File: config.mk
export PLATFORM = sky130hd
export DESIGN_NAME = avalon_mm_csr_slave
export DESIGN_NICKNAME = d
export VERILOG_FILES = /design/src/rtl/avalon_mm_csr_slave.sv
export SDC_FILE = /design/constraint.sdc
export NUM_CORES = 1
export LEC_CHECK = 0
export ABC_CLOCK_PERIOD_IN_PS = 2700
export CAP_MARGIN = 20
export CORE_ASPECT_RATIO = 1.4
export CORE_MARGIN = 5
export CORE_UTILIZATION = 31
export DETAILED_ROUTE_END_ITERATION = 16
export SYNTH_ARGS = -nofsm -noshare
export SYNTH_HDL_FRONTEND = slang
export SYNTH_SLANG_ARGS = --single-unit
File: constraint.sdc
create_clock -name clk_i -period 2.7 [get_ports clk_i]
set_input_delay 0.54 -clock clk_i [delete_from_list [all_inputs] [get_ports clk_i]]
set_output_delay 0.54 -clock clk_i [all_outputs]
set_load 0.03 [all_outputs]
File: src/rtl/avalon_mm_csr_slave.sv
// avalon_mm_csr_slave: Avalon-MM CSR slave with RW control registers, RO status words
// and a fixed per-access waitrequest stall.
module avalon_mm_csr_slave #(
    parameter int DWIDTH      = 32,
    parameter int NUM_REGS    = 4,
    parameter int WAIT_CYCLES = 2,
    localparam int AWIDTH     = $clog2(NUM_REGS) + 1
) (
    input  logic                         clk_i,
    input  logic                         rst_n_i,
    input  logic [AWIDTH-1:0]            address_i,
    input  logic                         write_i,
    input  logic [DWIDTH-1:0]            writedata_i,
    input  logic                         read_i,
    output logic                         waitrequest_o,
    output logic [DWIDTH-1:0]            readdata_o,
    output logic                         readdatavalid_o,
    output logic [NUM_REGS*DWIDTH-1:0]   ctrl_o,
    output logic [NUM_REGS-1:0]          wr_stb_o,
    input  logic [NUM_REGS*DWIDTH-1:0]   status_i
);
    typedef enum logic {IDLE, WAIT} state_t;

    state_t              state_q, state_d;
    logic [3:0]          cnt_q, cnt_d;
    logic [DWIDTH-1:0]   ctrl_q [NUM_REGS];
    logic [DWIDTH-1:0]   ctrl_d [NUM_REGS];
    logic [NUM_REGS-1:0] wr_stb_q, wr_stb_d;
    logic [DWIDTH-1:0]   rdata_q, rdata_d, rmux;
    logic                rvalid_q, rvalid_d;
    logic                req, accept;

    assign req           = read_i | write_i;
    assign accept        = req && cnt_q == 4'(WAIT_CYCLES);
    assign waitrequest_o = req && !accept;

    always_comb begin
        state_d  = (req && !accept) ? WAIT : IDLE;
        cnt_d    = (state_d == IDLE) ? 4'd0 : (state_q == IDLE) ? 4'd1 : cnt_q + 4'd1;
        rmux     = '0;
        ctrl_d   = ctrl_q;
        wr_stb_d = '0;
        ctrl_o   = '0;
        for (int k = 0; k < NUM_REGS; k++) begin
            if (address_i == AWIDTH'(k)) rmux = ctrl_q[k];
            if (address_i == AWIDTH'(k + NUM_REGS)) rmux = status_i[k*DWIDTH +: DWIDTH];
            if (accept && write_i && address_i == AWIDTH'(k)) begin
                ctrl_d[k]   = writedata_i;
                wr_stb_d[k] = 1'b1;
            end
            ctrl_o[k*DWIDTH +: DWIDTH] = ctrl_q[k];
        end
        // write wins when both requests are accepted together
        rvalid_d = accept && read_i && !write_i;
        rdata_d  = rvalid_d ? rmux : '0;
    end

    always_ff @(posedge clk_i or negedge rst_n_i) begin
        if (!rst_n_i) begin
            state_q  <= IDLE;
            cnt_q    <= '0;
            ctrl_q   <= '{default: '0};
            wr_stb_q <= '0;
            rdata_q  <= '0;
            rvalid_q <= 1'b0;
        end else begin
            state_q  <= state_d;
            cnt_q    <= cnt_d;
            ctrl_q   <= ctrl_d;
            wr_stb_q <= wr_stb_d;
            rdata_q  <= rdata_d;
            rvalid_q <= rvalid_d;
        end
    end

    assign wr_stb_o        = wr_stb_q;
    assign readdata_o      = rdata_q;
    assign readdatavalid_o = rvalid_q;
endmodule

After elaboration in Yosys (flattened, before gate mapping)
Cells that the tools add are included.
Widths: inputs -> output; s select.
{"block": "op_classes", "add_sub_neg": 1, "eq_ne": 8, "n_mux": 16, "bitwise_logic": 1, "n_reduce_logical": 12}
{"op": "$mux 32", "n": 9}
{"op": "$eq 3x3->1 const B", "n": 4}
{"op": "$logic_and 1x1->1", "n": 9}
{"op": "$mux 4", "n": 2}
{"op": "$eq 3x2->1 const B", "n": 2}
{"op": "$mux 1", "n": 5}
{"op": "$add 4x1->4 const B", "n": 1}
{"op": "$eq 4x2->1 const B", "n": 1}
{"op": "$eq 3x1->1 const B", "n": 1}
{"op": "$logic_not 3->1", "n": 1}
{"op": "$logic_not 1->1", "n": 2}
{"op": "$or 1x1->1", "n": 1}
{"block": "word_totals", "reg_bits": 170, "in_bits": 167, "wordCells": 47}

Depth between registers and ports, before layout
{"block": "logic_depth", "word_depth": 10, "mapped_depth": 8}

Least setup slack after synthesis
No wires, ideal clock.
{"block": "synth_timing", "kind": "register to register", "startpoint": "register cnt_q[0]", "endpoint": "register ctrl_q, in the netlist ctrl_o[0]", "setup_ns": 0.125, "t_arrival_ns": 1.870, "setup_slack_ns": 0.705, "path_stages_with_launch": 9, "period_less_slack_ns": 1.995, "path_cell_list": "dfrtp_1 inv_1 ha_1 or3b_4 nor3b_4 nand2b_1 buf_2 buf_6 mux2_4"}
{"block": "synth_between", "elab_chain_cells": 4}
{"item": "start, declared", "line": "25", "source": "logic [3:0] cnt_q, cnt_d;"}
{"item": "start signal, assigned", "line": "68", "source": "cnt_q <= cnt_d;"}
{"item": "$eq 4x2->1", "line": "34", "source": "assign accept = req && cnt_q == 4'(WAIT_CYCLES);"}
{"item": "$logic_and 1x1->1", "line": "34"}
{"item": "$logic_and 1x1->1 (2 in series)", "line": "47", "source": "if (accept && write_i && address_i == AWIDTH'(k)) begin"}
{"item": "end signal, assigned", "line": "69", "source": "ctrl_q <= ctrl_d;"}
{"item": "end, declared", "line": "26", "source": "logic [DWIDTH-1:0] ctrl_q [NUM_REGS];"}
No other way between the ends.
A chain may end at the register's enable or synchronous reset.

Worst setup path in the final report
{"block": "layout_timing", "startpoint": "register cnt_q[0]", "endpoint": "register ctrl_q, in the netlist ctrl_o[115]"}
The elaborated chain is that of the path after synthesis.

==> flow_summary.json <==
{
  "status": "complete, no violations",
  "yosysUniqueCellTypes": 36,
  "r2r_start": "cnt_q[0]$_DFF_PN0_",
  "post_cts_buffers": 0,
  "core.rowCount": 72,
  "path_buf_inv": 2,
  "core_um2": 27480,
  "max_slew_margin_pct": 57.93,
  "antenna_found_initial": 5,
  "p_leak_nw": 5.908,
  "io_buffers": 332,
  "htreeDepth": 4,
  "drt_first_iter_violations": 238,
  "mostFrequentLayoutCells": "327 x clkdlybuf4s50_1, 170 x dfrtp_1, 87 x mux2_4",
  "totalWireLength_mm": 31.15,
  "drtAntennaViolNets": 0,
  "cts_resized": 0,
  "clock_sinks": 170,
  "ys_async_sr_fraction_pct": 100.0,
  "clock_latency_ns": 0.43,
  "synth_compound_area_share_pct": 8.598,
  "slew_viol_final": 0,
  "whs_ns": 0.06592,
  "syn_inst": 611,
  "yosys.area_share.simple_pct": 2.769,
  "ir_worst_vdd_v": 0.0006309,
  "synth_edf_count": 0,
  "drive_gt1_share_pct": 25.16,
  "grt_usage_pct": 19.78,
  "areaGrowthSynthToFinish_pct": 51.62,
  "grt_max_degree": 56,
  "fin_crit_ns": 2.269,
  "cts_buffer_depth": 2,
  "hold_viol_final": 0,
  "synth_xor_area_share_pct": 0.2040,
  "syn_area_um2": 8586,
  "start_kind": "flop",
  "cts_tree": "yes",
  "grt_overflow": 0,
  "ys_ff_latch": 170,
  "clk_pin_slew_worst_paths_ns": 0.07,
  "period_share_pct": 84.05,
  "layout_commonest_cell": "clkdlybuf4s50_1",
  "crit_family": "simple AND/OR/NAND/NOR gates",
  "cts_hold_buf": 0,
  "worstSetupEndpointType": "flop",
  "avgViaCountPerCell": 4.986,
  "rsz0062_at_grt": "no",
  "yosysWarningCount": 0,
  "tns_ns": 0,
  "critPathKind": "flop to flop",
  "cp_slowest_cell": "dfrtp_1",
  "path_cells": "inv_1 -> ha_1 -> or3b_4 -> nor3b_4 -> nand3_2 -> buf_4 -> mux2_2",
  "crit_arrival_ns": 2.58,
  "grt_pass1_vias": 7135,
  "route.detailed.drc": 0,
  "first_pass_iters": 5,
  "synth_seq_area_share_pct": 49.55,
  "power_density_nw_per_um2": 1013,
  "finalSetupViolCount": 0,
  "syn_nets": 780,
  "fmax_mhz": 440.7,
  "die_w_um": 150.7,
  "synth_mux_area_share_pct": 34.99,
  "r2r_slack_ns": 0.43,
  "grt_pass1_wl_mm": 45.66,
  "fin_worst_skew_ns": 0.01441,
  "slowest_delay_ns": 0.42,
  "fin_nets": 1110,
  "vias": 6607,
  "cts_buffers": 17,
  "avgSynthCellArea_um2": 14.05,
  "cts_root_buffer": "clkbuf_16",
  "synth_top_family_by_area": "multiplexers",
  "hp-class": "primary input to async pin",
  "place_hpwl_mm": 22.67,
  "start_util_pct": 31.25,
  "r2r-end": "ctrl_o[115]$_DFFE_PN0P_",
  "place_ws_ns": 0.3423,
  "synth_adder_area_share_pct": 0.2915,
  "dieArea_um2": 31170,
  "cap_violations": 0,
  "worst_slack_ns": 0.4307,
  "path_max_fanout": 22,
  "r2r_cells": 7,
  "die_h_um": 206.9,
  "num_io_pins": 333,
  "worstPathRequired_ns": 3.01,
  "wl_per_cell_um": 23.51,
  "synth_flop_cell": "dfrtp_1",
  "gp_congestion": 0.7722,
  "worstMarginPinSlew_ns": 0.6303
}
cell usage after synthesis, types with 2 or more instances:
| master | n | area (um2) |
|---|---|---|
| dfrtp_1 | 170 | 4254 |
| mux2_4 | 87 | 1306 |
| mux2i_1 | 65 | 650.6 |
| mux2_2 | 61 | 686.9 |
| o21ai_0 | 47 | 235.2 |
| nor2_1 | 21 | 78.83 |
| clkbuf_1 | 20 | 75.07 |
| a221oi_1 | 19 | 166.4 |
| o22a_1 | 19 | 166.4 |
| o22ai_1 | 19 | 118.9 |
| buf_2 | 18 | 90.09 |
| mux4_2 | 16 | 360.4 |
| buf_6 | 9 | 101.4 |
| nand2b_1 | 7 | 43.79 |
| inv_1 | 5 | 18.77 |
| a22o_1 | 4 | 35.03 |
| nand3_1 | 3 | 15.01 |
| buf_4 | 2 | 15.01 |
| ha_1 | 2 | 25.02 |
sequential cells by signal (all words and copies together) (netlist names):
register,count
state_q,1
readdatavalid_o,1
readdata_o,32
wr_stb_o,4
ctrl_o,128
cnt_q,4
power by group:
group          switching (W)  leakage (nW)  internal [W]  total (W)
registers           0.000949          2.28       0.00347    0.00442
clock network        0.00104         0.298       0.00156    0.00260
logic                0.00301          3.33       0.00316    0.00617
total                0.00500          5.91       0.00819     0.0132
through the flow:
stage,utilization [%],power [W],cell area (um2),std cells
5_1_grt,47.38,0.01380,13020,1325
3_3_place_gp,45.10,0.01063,12390,1292
6_report,47.38,0.01319,13020,1325
4_1_cts,47.37,0.01334,13020,1324
3_5_place_dp,45.10,0.01069,12390,1292
2_1_floorplan,-,0.007780,8586,611
worst reg2reg max path: stages, from the launching register on:
cell and delay (ns):
dfrtp_1 0.42, inv_1 0.07, ha_1 0.15, or3b_4 0.41, nor3b_4 0.37, nand3_2 0.12
buf_4 0.29, mux2_2 0.32
layout make-up:
class | instances | area (um2)
Tap cell | 370 | 462.9
Multi-Input combinational cell | 385 | 4041
Inverter | 5 | 18.77
Sequential cell | 170 | 4254
Clock inverter | 10 | 140.1
Timing Repair Buffer | 362 | 3613
Clock buffer | 22 | 484.2
Fill cell | 2501 | 14460
Antenna cell | 1 | 2.502
worst max-delay path by stage:
stage | endpoint | slack [ns] | cells past startpoint | startpoint
floorplan | ctrl_o[0]$_DFFE_PN0P_ | 0.71 | 8 | cnt_q[0]$_DFF_PN0_
global placement | ctrl_o[111]$_DFFE_PN0P_ | 0.34 | 5 | write_i
detailed placement | ctrl_o[104]$_DFFE_PN0P_ | 0.34 | 5 | write_i
CTS | ctrl_o[108]$_DFFE_PN0P_ | 0.41 | 7 | cnt_q[0]$_DFF_PN0_
global route | ctrl_o[107]$_DFFE_PN0P_ | 0.30 | 7 | cnt_q[0]$_DFF_PN0_
finish | ctrl_o[115]$_DFFE_PN0P_ | 0.43 | 7 | cnt_q[0]$_DFF_PN0_
cell families after synthesis:
group / count (synthesis)
muxes: 229
DFF: 170
AOI/OAI and AO/OA: 110
buffers and inverters: 56
and+or+nand+nor: 42
xor gates and xnor gates: 2
adders and majority gates: 2
metal layers:
metal  wire length (um)  vias up  global-route usage, %
met5                 47        -                      0
met4                811        6                  6.481
met3               2307       50                  5.722
met2              15840      266                  34.10
met1              12140     3335                  23.73
li1                   -     2950                      -
Note: power is estimated with default switching activity, not from simulation.
